**src/rtl/cscfg_cmd_master.sv**
```systemverilog
// Byte-stream command bridge: parses framed read/write requests, drives the
// master side of intf_cmd (flattened onto o_cmd_*/i_cmd_*) and streams back status plus read data.
module cscfg_cmd_master #(
    parameter int CMD_DATA_BITS  = 32,
    parameter int ADDR_BYTES     = 2,
    parameter int TIMEOUT_CYCLES = 255
) (
    input  logic                      i_sysclk,
    input  logic                      i_srst,
    input  logic [7:0]                i_rx_data,
    input  logic                      i_rx_valid,
    output logic                      o_rx_ready,
    output logic [7:0]                o_tx_data,
    output logic                      o_tx_valid,
    input  logic                      i_tx_ready,
    output logic                      o_busy,
    output logic                      o_cmd_sel,
    output logic                      o_cmd_rd_wr_n,
    output logic [8*ADDR_BYTES-1:0]   o_cmd_byte_addr,
    output logic [CMD_DATA_BITS-1:0]  o_cmd_wdata,
    input  logic [CMD_DATA_BITS-1:0]  i_cmd_rdata,
    input  logic                      i_cmd_ack,
    output logic [2:0]                o_state
);
    localparam int NDB  = CMD_DATA_BITS / 8;
    localparam int AW   = 8 * ADDR_BYTES;
    localparam int DW   = CMD_DATA_BITS;
    localparam int MAXB = (ADDR_BYTES > NDB) ? ADDR_BYTES : NDB;
    localparam int BCW  = (MAXB > 1) ? $clog2(MAXB) : 1;
    localparam int TW   = $clog2(TIMEOUT_CYCLES + 1);

    localparam logic [2:0] S_IDLE        = 3'd0;
    localparam logic [2:0] S_ADDR        = 3'd1;
    localparam logic [2:0] S_WDATA       = 3'd2;
    localparam logic [2:0] S_ISSUE       = 3'd3;
    localparam logic [2:0] S_WAIT_ACK    = 3'd4;
    localparam logic [2:0] S_RESP_STATUS = 3'd5;
    localparam logic [2:0] S_RESP_DATA   = 3'd6;

    localparam logic [7:0] OP_WRITE      = 8'h57;
    localparam logic [7:0] OP_READ       = 8'h52;
    localparam logic [7:0] ST_OK         = 8'h00;
    localparam logic [7:0] ST_TIMEOUT    = 8'h01;
    localparam logic [7:0] ST_BAD_OPCODE = 8'h02;

    localparam logic [BCW-1:0] ADDR_LAST = BCW'(ADDR_BYTES - 1);
    localparam logic [BCW-1:0] DATA_LAST = BCW'(NDB - 1);
    localparam logic [TW-1:0]  TO_LAST   = TW'(TIMEOUT_CYCLES - 1);

    logic [2:0]     state_q, state_d;
    logic           rx_ready_q, rx_ready_d;
    logic           sel_q, sel_d;
    logic           rd_wr_n_q, rd_wr_n_d;
    logic [AW-1:0]  addr_q, addr_d;
    logic [DW-1:0]  wdata_q, wdata_d;
    logic [DW-1:0]  rdata_q, rdata_d;
    logic [BCW-1:0] bcnt_q, bcnt_d;
    logic [TW-1:0]  to_cnt_q, to_cnt_d;
    logic [TW-1:0]  to_inc;
    logic [7:0]     tx_data_q, tx_data_d;
    logic           tx_valid_q, tx_valid_d;
    logic           rx_acc, tx_acc;

    assign rx_acc = rx_ready_q & i_rx_valid;
    assign tx_acc = tx_valid_q & i_tx_ready;
    assign to_inc = (to_cnt_q == {TW{1'b1}}) ? to_cnt_q : to_cnt_q + 1'b1;

    always_comb begin
        state_d    = state_q;
        rd_wr_n_d  = rd_wr_n_q;
        addr_d     = addr_q;
        wdata_d    = wdata_q;
        rdata_d    = rdata_q;
        bcnt_d     = bcnt_q;
        to_cnt_d   = to_cnt_q;
        tx_data_d  = tx_data_q;
        tx_valid_d = tx_valid_q;
        case (state_q)
            S_IDLE: if (rx_acc) begin
                bcnt_d = '0;
                if (i_rx_data == OP_WRITE) begin
                    rd_wr_n_d = 1'b0;
                    state_d   = S_ADDR;
                end else if (i_rx_data == OP_READ) begin
                    rd_wr_n_d = 1'b1;
                    state_d   = S_ADDR;
                end else begin
                    tx_data_d  = ST_BAD_OPCODE;
                    tx_valid_d = 1'b1;
                    state_d    = S_RESP_STATUS;
                end
            end
            S_ADDR: if (rx_acc) begin
                addr_d = (addr_q >> 8) | (AW'(i_rx_data) << (AW - 8));
                if (bcnt_q == ADDR_LAST) begin
                    bcnt_d  = '0;
                    state_d = rd_wr_n_q ? S_ISSUE : S_WDATA;
                end else begin
                    bcnt_d = bcnt_q + 1'b1;
                end
            end
            S_WDATA: if (rx_acc) begin
                wdata_d = (wdata_q >> 8) | (DW'(i_rx_data) << (DW - 8));
                if (bcnt_q == DATA_LAST) begin
                    bcnt_d  = '0;
                    state_d = S_ISSUE;
                end else begin
                    bcnt_d = bcnt_q + 1'b1;
                end
            end
            S_ISSUE: begin
                to_cnt_d = '0;
                state_d  = S_WAIT_ACK;
            end
            S_WAIT_ACK: begin
                // Ack is checked first so it wins over a timeout in the same cycle;
                // expiry lands the status byte TIMEOUT_CYCLES cycles after sel.
                if (i_cmd_ack) begin
                    rdata_d    = i_cmd_rdata;
                    tx_data_d  = ST_OK;
                    tx_valid_d = 1'b1;
                    state_d    = S_RESP_STATUS;
                end else if (to_inc == TO_LAST) begin
                    tx_data_d  = ST_TIMEOUT;
                    tx_valid_d = 1'b1;
                    state_d    = S_RESP_STATUS;
                end else begin
                    to_cnt_d = to_inc;
                end
            end
            S_RESP_STATUS: if (tx_acc) begin
                if (rd_wr_n_q && (tx_data_q == ST_OK)) begin
                    tx_data_d = rdata_q[7:0];
                    rdata_d   = rdata_q >> 8;
                    bcnt_d    = '0;
                    state_d   = S_RESP_DATA;
                end else begin
                    tx_valid_d = 1'b0;
                    state_d    = S_IDLE;
                end
            end
            S_RESP_DATA: if (tx_acc) begin
                if (bcnt_q == DATA_LAST) begin
                    tx_valid_d = 1'b0;
                    state_d    = S_IDLE;
                end else begin
                    tx_data_d = rdata_q[7:0];
                    rdata_d   = rdata_q >> 8;
                    bcnt_d    = bcnt_q + 1'b1;
                end
            end
            default: state_d = S_IDLE;
        endcase
    end

    // Ready and sel are registered from the next state so both are glitch-free.
    assign rx_ready_d = (state_d == S_IDLE) || (state_d == S_ADDR) || (state_d == S_WDATA);
    assign sel_d      = (state_d == S_ISSUE);

    always_ff @(posedge i_sysclk) begin
        if (i_srst) begin
            state_q    <= S_IDLE;
            rx_ready_q <= 1'b0;
            sel_q      <= 1'b0;
            rd_wr_n_q  <= 1'b1;
            addr_q     <= '0;
            wdata_q    <= '0;
            rdata_q    <= '0;
            bcnt_q     <= '0;
            to_cnt_q   <= '0;
            tx_data_q  <= '0;
            tx_valid_q <= 1'b0;
        end else begin
            state_q    <= state_d;
            rx_ready_q <= rx_ready_d;
            sel_q      <= sel_d;
            rd_wr_n_q  <= rd_wr_n_d;
            addr_q     <= addr_d;
            wdata_q    <= wdata_d;
            rdata_q    <= rdata_d;
            bcnt_q     <= bcnt_d;
            to_cnt_q   <= to_cnt_d;
            tx_data_q  <= tx_data_d;
            tx_valid_q <= tx_valid_d;
        end
    end

    assign o_rx_ready      = rx_ready_q;
    assign o_tx_data       = tx_data_q;
    assign o_tx_valid      = tx_valid_q;
    assign o_busy          = (state_q != S_IDLE);
    assign o_cmd_sel       = sel_q;
    assign o_cmd_rd_wr_n   = rd_wr_n_q;
    assign o_cmd_byte_addr = addr_q;
    assign o_cmd_wdata     = wdata_q;
    assign o_state         = state_q;
endmodule

```
**config.mk**
```make
export PLATFORM = sky130hd
export DESIGN_NAME = cscfg_cmd_master
export DESIGN_NICKNAME = d
export VERILOG_FILES = /design/src/rtl/cscfg_cmd_master.sv
export SDC_FILE = /design/constraint.sdc
export NUM_CORES = 1
export LEC_CHECK = 0
export BUFFER_PORTS_ARGS = -buffer_cell sky130_fd_sc_hd__buf_2
export CAP_MARGIN = 10
export CORE_ASPECT_RATIO = 0.6
export CORE_UTILIZATION = 31
export DETAILED_ROUTE_END_ITERATION = 7
export PLACE_DENSITY_LB_ADDON = 0.15
export SYNTH_ARGS = -nofsm -noshare
export SYNTH_HDL_FRONTEND = slang
export SYNTH_SLANG_ARGS = --single-unit
```
**constraint.sdc**
```tcl
create_clock -name i_sysclk -period 6.25 [get_ports i_sysclk]
set_input_delay 0.3125 -clock i_sysclk [delete_from_list [all_inputs] [get_ports i_sysclk]]
set_output_delay 0.3125 -clock i_sysclk [all_outputs]
set_load 0.005 [all_outputs]
```
==> out/summary.txt <==
Synth Warn # - 0
layout cell share with drive strength beyond 1 - 23.8%
most frequent standard cell in the layout excluding fill and tap cells - sky130_fd_sc_hd__nand2_1
synthesized-area fraction occupied by xor and xnor cells - 0.371%
WP data arrival - 3.49 ns
setup fix buffers added after clock tree synthesis - 0
kind of capture point of the worst setup path - register
final critical-path share of the clock period - 52.2%
hold-critical path depth - 3
list of cells traversed by the critical path - nor2_1 -> nand2_1 -> or2_1 -> a21oi_1 -> o21ai_0 -> a32o_1
Post-synth EDFFs - 0
antenna fix cells - 0
total count of max-transition violations in the final report - 0
average wire per standard cell - 15.3 um
Worst EP required - 6.48 ns
cell row count - 34
starting density of the core - 32.1%
clock slew at the register clock pins of the worst setup and hold paths - 0.08 ns
pin count of the biggest net entering global routing - 61
latest clock arrival within the worst-skew pair - 0.34 ns
aggregate routed wire length - 13000 um
post-synthesis simple-gate area fraction - 21.6%
clk_skew - 0.0110 ns
count of unique library cells instantiated by Yosys - 54
crit path kind - reg -> reg
async set-reset flop share out of synthesis - 0%
wire length of the first global-routing pass - 20900 um
unrepaired setup endpoints after global routing - no
total leakage power - 2.31 nW
worst vdd rail ir drop - 0.140 mV
reported max-cap violation count - 0
number of fillers in the final layout - 1535
result of the run - finished, final reports clean
Post-layout nets - 694
cts hold-fix bufs - 0
detailed-router iteration count before antenna repair - 5
Final setup violation count - 0
clock period minus final worst setup slack - 3.26 ns
mean post-synth cell area - 8.35 um^2
most used flip-flop cell after synthesis - sky130_fd_sc_hd__dfxtp_1
Total Neg Setup Slack - 0 ns
routability congestion estimate - 0.847
Slowest-stage cell, CP - sky130_fd_sc_hd__nor2_1
CTS sink count - 105
Die X-Extent - 161 um
area of the die - 15700 um^2
final instance area - 5670 um^2
path depth of the worst reg2reg path - 6
class of the most critical hold timing path - in -> reg
combinational family with the most area after synthesis - compound AO/OA/AOI/OAI gates
count of antenna-violating nets left after detailed routing - 0
Max-slew headroom - 27.4%
area growth from synthesis to final layout - 20.2%
# IOs - 109
vias per cell - 4.93
number of endpoints with negative hold slack in the final report - 0
routed via count - 4182
via count of the first global-routing pass - 3868
placed inst area - 5340 um^2
Post-Synthesis Cell Area - 4720 um^2
Post-Synth Adder-Cell Area - 1.06%
post-synthesis sequential area ratio - 44.6%
post-DP HPWL - 9260 um
htree depth - 3
Compound-Gate Fraction of Synth Area - 21.9%
core area - 14700 um^2
number of cells produced by synthesis - 565
biggest cell delay along the critical path - 0.86 ns
number of buffer cells added on primary ports - 108
flop and latch count out of synthesis - 105
number of buffers inserted during clock tree synthesis - 9
cell area power density - 285 nW/um^2
startpoint kind of the worst setup timing path - register
violation count after the first detailed-route iteration - 247
global router's overall resource usage - 16.6%
post-CTS resize count - 0
Synthesized Nets - 614
max frequency - 307 MHz
clock tree root driver cell - sky130_fd_sc_hd__clkbuf_16
share of synthesized area spent on multiplexers - 5.09%
vertical extent of the die - 97.5 um
maximum buffer depth of the clock tree - 2
total global routing overflow - 0
clock tree from TritonCTS - done
Worst Max-Slew Pin Slew - 1.09 ns
antenna violations before repair - 0
Crit Path Max Fanout - 16
most frequent cells in the layout - sky130_fd_sc_hd__nand2_1 (118), sky130_fd_sc_hd__buf_2 (107), sky130_fd_sc_hd__dfxtp_1 (105)
remaining design rule violation count - 0
-- per-layer routing --
metal | routed length (um) | GRT usage, % | part of all wire (%)
met1 | 7090 | 25.8 | 55
met2 | 5350 | 22.8 | 41
met3 | 459 | 3.59 | 3.5
met4 | 97 | 3.41 | 0.75
met5 | 0 | 0 | 0
-- through the flow --
step | std cells | util [%] | hold WS (ns) | setup slack (ns) | power [mW]
after floorplan | 565 | - | 0.431 | 3.99 | 0.950
after CTS | 848 | 38.6 | 0.206 | 3.05 | 1.64
after detailed placement | 832 | 36.4 | 0.446 | 3.09 | 1.01
after global placement | 832 | 36.4 | 0.438 | 3.26 | 1.01
final | 848 | 38.6 | 0.217 | 2.99 | 1.62
after global routing | 848 | 38.6 | 0.220 | 2.72 | 1.70
-- worst paths after layout --
| kind | startpoint | slack (ns) | end |
|---|---|---|---|
| worst max register to register | o_state[0]$_SDFF_PP0_ | 2.99 | to_cnt_q[4]$_SDFFE_PP0P_ |
| worst max-delay path | o_state[0]$_SDFF_PP0_ | 2.99 | to_cnt_q[4]$_SDFFE_PP0P_ |
| worst min register to register | o_cmd_byte_addr[7]$_SDFFE_PP0P_ | 0.45 | o_cmd_byte_addr[7]$_SDFFE_PP0P_ |
| worst min-delay path | i_cmd_rdata[27] | 0.22 | rdata_q[27]$_SDFFE_PP0P_ |
-- cell type report --
cell class | count | area (um^2) | area share [%]
repair buffers | 111 | 566 | 9.98
flip-flops and latches | 105 | 2100 | 37.1
clock buffers | 10 | 239 | 4.22
clock inverters | 6 | 91.3 | 1.61
inverters | 11 | 41.3 | 0.729
multi-input cells | 407 | 2380 | 42.0
well taps | 198 | 248 | 4.37
-- synth_stat cells (7+ instances only) --
cell type	count	share of area, %
sky130_fd_sc_hd__clkbuf_1	29	2.3
sky130_fd_sc_hd__nand2_1	118	9.4
sky130_fd_sc_hd__inv_1	11	0.88
sky130_fd_sc_hd__o21ai_0	10	1.1
sky130_fd_sc_hd__nand2b_1	11	1.5
sky130_fd_sc_hd__dfxtp_1	105	45
sky130_fd_sc_hd__a211oi_1	16	2.5
sky130_fd_sc_hd__nor3b_1	7	1.1
sky130_fd_sc_hd__a211oi_2	10	2.7
sky130_fd_sc_hd__a31o_2	7	1.3
sky130_fd_sc_hd__nor2_1	37	2.9
sky130_fd_sc_hd__nand3_1	15	1.6
sky130_fd_sc_hd__mux2i_1	24	5.1
sky130_fd_sc_hd__a21oi_1	75	8.0
-- registers in the layout, summed over array words and instances, names as in the netlist --
name and cells:
bcnt_q 2, o_cmd_byte_addr 16, o_cmd_rd_wr_n 1, o_cmd_sel 1
o_cmd_wdata 32, o_rx_ready 1, o_state 3, o_tx_data 8
o_tx_valid 1, rdata_q 32, to_cnt_q 8
-- worst max-delay path, delay by kind of cell, from the launching register on --
family	cells	cell delay (ns)
AO/OA/AOI/OAI	3	1.03
flip-flops	1	0.47
AND/OR/NAND/NOR	3	1.64
-- power by group --
| part | switching (mW) | internal [mW] | total [mW] | leakage, nW |
|---|---|---|---|---|
| sequential | 0.0377 | 0.712 | 0.750 | 0.851 |
| clock | 0.255 | 0.363 | 0.618 | 0.151 |
| combinational | 0.153 | 0.0963 | 0.249 | 1.31 |
-- logic make-up (layout without fill, tap and decap cells) --
group,Yosys count,after routing
fa+ha+maj,4,4
simple gates,223,223
xor+xnor,2,2
compound gates,154,154
flops,105,105
buf+inv,53,138
mux,24,24
Note: power is estimated with default switching activity, not from simulation.
